--- src/rtl/tm1638_tx.sv ---
// rtl/tm1638_tx.sv - shifts one 8-digit segment frame to a TM1638 over stb/clko/dio
// Optional: define TM1638_LED_EN to add led[7:0], which drives the odd (LED) bytes.
module tm1638_tx #(
  parameter int         CLK_DIV = 25,
  parameter logic [2:0] BRIGHT  = 3'd7
) (
  input  logic        clki,
  input  logic        rst,
  input  logic        start,
  input  logic [63:0] seg_data,
`ifdef TM1638_LED_EN
  input  logic [7:0]  led,
`endif
  output logic        busy,
  output logic        done,
  output logic        clko,
  output logic        stb,
  output logic        dio
);

  localparam int            DW       = $clog2(2 * CLK_DIV);
  localparam logic [DW-1:0] BIT_LAST = DW'(2 * CLK_DIV - 1);
  localparam logic [DW-1:0] HALF     = DW'(CLK_DIV);
  localparam logic [7:0]    CMD_DATA = 8'h40;
  localparam logic [7:0]    CMD_ADDR = 8'hC0;
  localparam logic [7:0]    CMD_DISP = 8'h88 | {5'd0, BRIGHT};

  typedef enum logic [2:0] {S_IDLE, S_LOAD, S_SHIFT, S_GAP, S_DONE} state_t;

  state_t        state_q, state_d;
  logic [63:0]   seg_q, seg_d;
`ifdef TM1638_LED_EN
  logic [7:0]    led_q, led_d;
`endif
  logic [1:0]    frame_q, frame_d;
  logic [4:0]    byte_q, byte_d;
  logic [2:0]    bit_q, bit_d;
  logic [DW-1:0] div_q, div_d;
  logic [7:0]    sh_q, sh_d;
  logic          stb_q, stb_d, clko_q, clko_d, dio_q, dio_d;
  logic          busy_q, busy_d, done_q, done_d;
  logic [7:0]    next_byte;
  logic [7:0]    cmd_next;
  logic [DW-1:0] div_inc;

  // byte_q counts data bytes already sent in frame 2; even = digit, odd = LED byte
  always_comb begin
    next_byte = seg_q[{byte_q[3:1], 3'b000} +: 8];
    if (byte_q[0]) begin
`ifdef TM1638_LED_EN
      next_byte = {7'b0, led_q[byte_q[3:1]]};
`else
      next_byte = 8'h00;
`endif
    end
  end

  always_comb begin
    state_d  = state_q;
    seg_d    = seg_q;
`ifdef TM1638_LED_EN
    led_d    = led_q;
`endif
    frame_d  = frame_q;
    byte_d   = byte_q;
    bit_d    = bit_q;
    div_d    = div_q;
    sh_d     = sh_q;
    stb_d    = stb_q;
    clko_d   = clko_q;
    dio_d    = dio_q;
    busy_d   = busy_q;
    done_d   = 1'b0;
    div_inc  = div_q + DW'(1);
    cmd_next = (frame_q == 2'd0) ? CMD_ADDR : CMD_DISP;

    case (state_q)
      S_IDLE, S_DONE: begin
        state_d = S_IDLE;
        stb_d   = 1'b1;
        clko_d  = 1'b1;
        dio_d   = 1'b1;
        busy_d  = 1'b0;
        if (start) begin
          state_d = S_LOAD;
          seg_d   = seg_data;
`ifdef TM1638_LED_EN
          led_d   = led;
`endif
          frame_d = 2'd0;
          byte_d  = 5'd0;
          bit_d   = 3'd0;
          div_d   = '0;
          sh_d    = CMD_DATA;
          stb_d   = 1'b0;
          busy_d  = 1'b1;
        end
      end

      // First frame: LOAD is a pure stb-to-clk setup cycle. Later frames: LOAD
      // already drives the first low half-cycle of bit 0.
      S_LOAD: begin
        state_d = S_SHIFT;
        bit_d   = 3'd0;
        dio_d   = sh_q[0];
        if (frame_q == 2'd0) begin
          div_d  = '0;
          clko_d = 1'b0;
        end else begin
          div_d  = DW'(1);
          clko_d = (HALF <= DW'(1));
        end
      end

      S_SHIFT: begin
        if (div_q == BIT_LAST) begin
          div_d  = '0;
          clko_d = 1'b0;
          if (bit_q != 3'd7) begin
            bit_d = bit_q + 3'd1;
            sh_d  = {1'b0, sh_q[7:1]};
            dio_d = sh_q[1];
          end else if (frame_q == 2'd1 && byte_q != 5'd16) begin
            bit_d  = 3'd0;
            byte_d = byte_q + 5'd1;
            sh_d   = next_byte;
            dio_d  = next_byte[0];
          end else begin
            state_d = S_GAP;
            stb_d   = 1'b1;
            clko_d  = 1'b1;
            dio_d   = 1'b1;
          end
        end else begin
          div_d  = div_inc;
          clko_d = (div_inc >= HALF);
        end
      end

      S_GAP: begin
        if (div_q == BIT_LAST) begin
          div_d = '0;
          if (frame_q == 2'd2) begin
            state_d = S_DONE;
            done_d  = 1'b1;
            busy_d  = 1'b0;
          end else begin
            state_d = S_LOAD;
            frame_d = frame_q + 2'd1;
            byte_d  = 5'd0;
            sh_d    = cmd_next;
            stb_d   = 1'b0;
            clko_d  = 1'b0;
            dio_d   = cmd_next[0];
          end
        end else begin
          div_d = div_inc;
        end
      end

      default: state_d = S_IDLE;
    endcase
  end

  always_ff @(posedge clki) begin
    if (rst) begin
      state_q <= S_IDLE;
      seg_q   <= '0;
`ifdef TM1638_LED_EN
      led_q   <= '0;
`endif
      frame_q <= '0;
      byte_q  <= '0;
      bit_q   <= '0;
      div_q   <= '0;
      sh_q    <= '0;
      stb_q   <= 1'b1;
      clko_q  <= 1'b1;
      dio_q   <= 1'b1;
      busy_q  <= 1'b0;
      done_q  <= 1'b0;
    end else begin
      state_q <= state_d;
      seg_q   <= seg_d;
`ifdef TM1638_LED_EN
      led_q   <= led_d;
`endif
      frame_q <= frame_d;
      byte_q  <= byte_d;
      bit_q   <= bit_d;
      div_q   <= div_d;
      sh_q    <= sh_d;
      stb_q   <= stb_d;
      clko_q  <= clko_d;
      dio_q   <= dio_d;
      busy_q  <= busy_d;
      done_q  <= done_d;
    end
  end

  assign stb  = stb_q;
  assign clko = clko_q;
  assign dio  = dio_q;
  assign busy = busy_q;
  assign done = done_q;

endmodule

--- config.mk ---
export PLATFORM = sky130hd
export DESIGN_NAME = tm1638_tx
export DESIGN_NICKNAME = d
export VERILOG_FILES = /design/src/rtl/tm1638_tx.sv
export SDC_FILE = /design/constraint.sdc
export NUM_CORES = 1
export LEC_CHECK = 0
export BUFFER_PORTS_ARGS = -buffer_cell sky130_fd_sc_hd__buf_2
export CAP_MARGIN = 20
export CORE_ASPECT_RATIO = 0.75
export CORE_MARGIN = 2
export CORE_UTILIZATION = 55
export DETAILED_ROUTE_END_ITERATION = 8
export PLACE_DENSITY = 0.78
export SYNTH_ARGS = -nofsm -noshare
export SYNTH_HDL_FRONTEND = slang
export SYNTH_SLANG_ARGS = --single-unit
--- constraint.sdc ---
create_clock -name clki -period 4.39 [get_ports clki]
set_input_delay 0.2195 -clock clki [delete_from_list [all_inputs] [get_ports clki]]
set_output_delay 0.2195 -clock clki [all_outputs]
set_load 0.05 [all_outputs]
# --- After elaboration in Yosys (flattened, before gate mapping) ---
# Cells that the tools add are included.
word_totals:
  regBits: 96
  latchBits: 0
  mem_bits_rw: 0
  romBits: 0
  input_bits: 67
  output_inout_bits: 5
  elab_cells: 118
  mem_count: 0
classes:
  n_addsub: 4
  n_mul: 0
  n_div: 0
  magnitude_cmp: 1
  n_eq_ne: 18
  shifts: 1
  mux: 58
  bitwise: 2
  n_reduce_logical: 22
op_table:
  columns: ["operator", "count"]
  rows:
  - ["$shiftx A64 B7 Y8", 1]
  - ["$mux W8", 7]
  - ["$mux W5", 6]
  - ["$mux W3", 9]
  - ["$pmux W8 S3", 1]
  - ["$mux W1", 20]
  - ["$pmux W6 S3", 1]
  - ["$ne A2 B2 Y1 const B", 8]
  - ["$reduce_and A4 Y1", 4]
  - ["$pmux W5 S3", 1]
  - ["$mux W6", 2]
  - ["$pmux W3 S4", 1]
  - ["$reduce_and A6 Y1", 2]
  - ["$pmux W3 S3", 1]
  - ["$reduce_bool A3 Y1", 3]
  - ["$pmux W1 S4", 2]
  - ["$mux W7", 1]
  - ["$reduce_and A7 Y1", 1]
  - ["$add A6 B1 Y6 const B", 1]
  - ["$eq A3 B2 Y1 const B", 2]
  - ["$eq A6 B6 Y1 const B", 1]
  - ["$ge A6 B5 Y1 const B", 1]
  - ["$mux W2", 3]
  - ["$ne A3 B3 Y1 const B", 2]
  - ["other kinds (21)", 25]

# --- Logic depth before layout (Yosys ltp) ---
logic_depth:
  ltp_word: 6
  depth_mapped: 8
  depth_no_buf: 7

# --- Least setup slack after synthesis ---
# Ideal clock, no wire load.
synth_path:
  path_kind: "reg-to-reg"
  start: "reg byte_q[1]"
  end: "reg sh_q[1]"
  arrival_time_ns: 1.793
  required_ns: 4.271
  slack_ns: 2.478
  stages_incl_launch_ff: 9
  path_cell_list: "dfxtp_1 -> clkbuf_1 -> inv_1 -> ha_1 -> nand4bb_1 -> a211oi_1 -> o21a_1 -> nor2_1 -> o221a_2"
synth_via:
  elab_chain_len: 6
  elab_cells_between_ends: 10
  classes_between: "eq/ne (2); shift (1); mux (5); reduce/logical (2)"
synth_rtl:
  columns: ["element", "line_no", "rtl"]
  rows:
  - ["start: declaration", "36", "logic [4:0] byte_q, byte_d;"]
  - ["start signal: assignment", "189", "byte_q <= byte_d;"]
  - ["$shiftx A64 B7 Y8", "48", "next_byte = seg_q[{byte_q[3:1], 3'b000} +: 8];"]
  - ["$mux W8", "49", "if (byte_q[0]) begin"]
  - ["$mux W8", "123", "end else if (frame_q == 2'd1 && byte_q != 5'd16) begin"]
  - ["$mux W8", "119", "if (bit_q != 3'd7) begin"]
  - ["$mux W8", "116", "if (div_q == BIT_LAST) begin"]
  - ["$pmux W8 S3", "77", "case (state_q)"]
  - ["end signal: assignment", "176", "sh_q <= '0;"]
  - ["end signal: assignment", "192", "sh_q <= sh_d;"]
  - ["end: declaration", "39", "logic [7:0] sh_q, sh_d;"]
# Parallel ways exist; a longest one is shown, timed or not. The select of a mux whose other input is x is not followed.
# A chain may end at the register's enable or synchronous reset.

# --- Worst setup path in the final report ---
layout_path:
  start: "reg state_q[0]"
  end: "reg byte_q[4]"
layout_via:
  elab_chain_len: 4
  elab_cells_between_ends: 14
  classes_between: "eq/ne (9); mux (1); reduce/logical (4)"
layout_rtl:
  columns: ["element", "line_no", "rtl"]
  rows:
  - ["start: declaration", "30", "state_t state_q, state_d;"]
  - ["start signal: assignment", "183", "state_q <= state_d;"]
  - ["$eq A3 B3 Y1 / $logic_not A3 Y1 (equally long branches)", "77", null]
  - ["$reduce_or A2 Y1", "77", null]
  - ["$ne A2 B2 Y1 (no line) / $reduce_bool A3 Y1 (equally long branches)", null, null]
  - ["$reduce_and A7 Y1 (no line)", null, null]
# Parallel ways exist; a longest one is shown, timed or not.

==> reports/summary.txt <==
Routed met1 length -> 5510 um
type of destination of the critical path -> flip-flop
number of clock buffers inserted by TritonCTS -> 9
final period demand of the worst path -> 2.62 ns
Final Slew Violations -> 0
clock net sink count -> 96
postcts setup bufs -> 0
result of the run -> completed
initial antenna violation count -> 0
worst setup slack before clock tree synthesis -> 1.81 ns
Clock Power Share -> 32.8%
Die Footprint -> 9240 um2
Global Route Usage Sum -> 26.4%
syn nets -> 653
clock slew at reported path FFs -> 0.07 ns
final net count -> 699
share of final-layout standard cells stronger than drive strength 1 -> 18.0%
number of nets with antenna violations after detailed routing -> 0
hold violation total from the final report -> 0
first-pass GRT wire length -> 19200 um
net switching power -> 775 uW
number of instances in the synthesized netlist -> 576
Logic pwr share -> 22.9%
number of buffers between clock root and the deepest sink -> 2
fraction of the yosys area taken by sequential cells -> 41.2%
accumulated negative setup slack -> 0 ns
number of flip-flops and latches in the synthesized netlist -> 96
crit-path max cell delay -> 0.80 ns
initial detailed-routing violation count -> 491
leakage power figure -> 2.01 nW
diodes inserted -> 0
part of the total power dissipated in sequential elements -> 44.4%
share of the synthesized area in the top cell type -> 41.2%
total number of vias -> 4382
netlist area before placement -> 4670 um2
peak supply drop -> 270 uV
Met2 Routed Length -> 5410 um
worst setup skew after layout -> 0.00817 ns
power after layout -> 2.39 mW
setup repair after global routing missed its margin -> no
count of distinct cell types in the synthesized netlist -> 59
number of gates given a new drive strength after cts -> 0
count of buffers from port buffering -> 71
PnR worst setup slack -> 1.77 ns
1st-pass router iterations -> 5
ordered list of cells on the worst path -> or3b_2 -> o31ai_1 -> a21oi_1 -> nand2_1 -> mux2i_1
average detailed-routed wire length per instance -> 16.3 um
portion of the clock cycle consumed by the worst path in the final layout -> 59.6%
Clk Latency, worst-skew pair -> 0.35 ns
total gr overflow -> 0
number of design rule violations left after detail routing -> 0
flip-flop cell with the highest count after synthesis -> sky130_fd_sc_hd__dfxtp_1
largest area contributor in the synthesized netlist -> sky130_fd_sc_hd__dfxtp_1
count of flip-flops with a built-in enable after synthesis -> 0
Mapped Avg Cell Area -> 8.10 um2
data arrival time of the critical path -> 2.89 ns
Synth async-reset ratio -> 0%
worst min-delay path class -> input port to flip-flop
Internal Dissipation -> 1.62 mW
Die X -> 110 um
vias per inst -> 5.96
commonest cells after routing, fill and taps aside -> sky130_fd_sc_hd__nand2_1 (149), sky130_fd_sc_hd__dfxtp_1 (96), sky130_fd_sc_hd__a21oi_1 (87)
Max-Cap Viols -> 0
hpwl dp -> 8190 um
largest net degree at the start of global routing -> 66
WL final -> 11900 um
number of I/O pins -> 72
count of endpoints failing setup in the final report -> 0
slew of the pin with the lowest slew margin -> 1.03 ns
Switching Fraction -> 32.4%
critical path class -> flip-flop to flip-flop
Setup crit start kind -> flip-flop
Power per Cell Area -> 450 nW/um2
Post-CTS Hold Fix Bufs -> 0
Met3 Routed Length -> 873 um
worst slew slack as a fraction of its limit -> 30.7%
filler cell count in the final layout -> 737
Max H-tree Level -> 3
number of global-route vias before repair -> 3952
Placeable Area -> 8350 um2
Die Y-Extent -> 83.8 um
initial core utilization -> 55.9%
maximum fanout along the worst path -> 33
clock tree from TritonCTS -> built
cell chosen for the clock root -> sky130_fd_sc_hd__clkbuf_16
synthesis-to-layout area growth -> 14.1%
Peak Freq -> 382 MHz
max layer used -> met4
placer congestion estimate -> 0.880
standard-cell rows -> 29
Yosys Warn Count -> 0
most common cell after layout, fill and taps aside -> sky130_fd_sc_hd__nand2_1
cell with the biggest individual delay on the critical path -> sky130_fd_sc_hd__dfxtp_1
cell types occupying the most area after synthesis -> sky130_fd_sc_hd__dfxtp_1 (41%), sky130_fd_sc_hd__nand2_1 (12%), sky130_fd_sc_hd__a21oi_1 (9.3%)
worst path required time -> 4.66 ns
## cell families (layout without fill, tap and decap cells)
group | Yosys count | count (layout) | share of synthesized area, %
DFF | 96 | 96 | 41.2
adders and majority gates | 10 | 10 | 2.68
buffers and inverters | 51 | 102 | 4.61
AOI/OAI and AO/OA | 157 | 157 | 20.3
and+or+nand+nor | 233 | 233 | 23.0
muxes | 29 | 29 | 8.21
## through the flow
| step | cells | hold WS (ns) | utilization [%] | area (um2) |
|---|---|---|---|---|
| finish | 735 | 0.107 | 63.8 | 5320 |
| global route | 735 | 0.105 | 63.8 | 5320 |
| CTS | 734 | 0.0983 | 63.5 | 5300 |
| detailed placement | 718 | 0.444 | 60.0 | 5010 |
| global placement | 718 | 0.439 | 60.0 | 5010 |
| floorplan | 576 | 0.355 | - | 4670 |
## critical path, delay by kind of cell, from the launching register on
kind / cells / cell delay (ns)
AND/OR/NAND/NOR: 2 / 0.82
AO/OA/AOI/OAI: 2 / 0.78
multiplexers: 1 / 0.13
flip-flops: 1 / 0.80
## power groups by stage
stage	combinational (mW)	clock (mW)	sequential [mW]
finish	0.547	0.785	1.06
global route	0.603	0.826	1.07
CTS	0.533	0.795	1.06
detailed placement	0.528	0	1.08
global placement	0.512	0	1.07
floorplan	0.397	0	1.06
## cell usage after synthesis, types with 2 or more instances
cell type,n
sky130_fd_sc_hd__a211oi_1,5
sky130_fd_sc_hd__a21oi_1,87
sky130_fd_sc_hd__a22oi_1,5
sky130_fd_sc_hd__a31oi_1,4
sky130_fd_sc_hd__a32oi_1,2
sky130_fd_sc_hd__and2_1,2
sky130_fd_sc_hd__and3_1,6
sky130_fd_sc_hd__buf_1,5
sky130_fd_sc_hd__buf_2,10
sky130_fd_sc_hd__clkbuf_1,23
sky130_fd_sc_hd__dfxtp_1,96
sky130_fd_sc_hd__ha_1,10
sky130_fd_sc_hd__inv_1,11
sky130_fd_sc_hd__mux2_2,4
sky130_fd_sc_hd__mux2i_1,18
sky130_fd_sc_hd__mux4_2,7
sky130_fd_sc_hd__nand2_1,149
sky130_fd_sc_hd__nand2b_1,7
sky130_fd_sc_hd__nand3_1,8
sky130_fd_sc_hd__nand4_1,6
sky130_fd_sc_hd__nor2_1,18
sky130_fd_sc_hd__nor2b_1,13
sky130_fd_sc_hd__nor3_1,8
sky130_fd_sc_hd__nor3b_1,3
sky130_fd_sc_hd__o211ai_1,3
sky130_fd_sc_hd__o21a_1,2
sky130_fd_sc_hd__o21ai_0,22
sky130_fd_sc_hd__o221a_2,4
sky130_fd_sc_hd__o22ai_1,4
sky130_fd_sc_hd__o31ai_1,3
sky130_fd_sc_hd__o41ai_1,2
sky130_fd_sc_hd__or3_1,2
## worst paths after layout
| check | start | to | slack [ns] | cells past startpoint |
|---|---|---|---|---|
| setup reg to reg | state_q[0] | byte_q[4] | 1.77 | 5 |
| setup / recovery | state_q[0] | byte_q[4] | 1.77 | 5 |
| hold / removal | seg_data[18] | seg_q[18] | 0.11 | 3 |
| hold reg to reg | seg_q[22] | seg_q[22] | 0.45 | 2 |
## registers in the layout, summed over array words and instances, names as in the netlist
signal	cells
seg_q	64
div_q	6
dio	1
frame_q	2
busy	1
clko	1
sh_q	8
done	1
state_q	3
byte_q	5
stb	1
bit_q	3
## layer usage
metal | global-route usage [%] | vias up
met5 | 0 | -
li1 | - | 2108
met4 | 7.27 | 0
met2 | 39.2 | 189
met3 | 5.39 | 18
met1 | 38.9 | 2067
## layout make-up
type	count	area [um2]	area share (%)
clock inverters	6	67.6	1.27
flip-flops and latches	96	1920	36.1
inverters	11	41.3	0.776
repair buffers	75	398	7.48
clock buffers	10	229	4.30
multi-input cells	429	2530	47.5
well taps	108	135	2.54
Power figures use the tool's default switching activity.
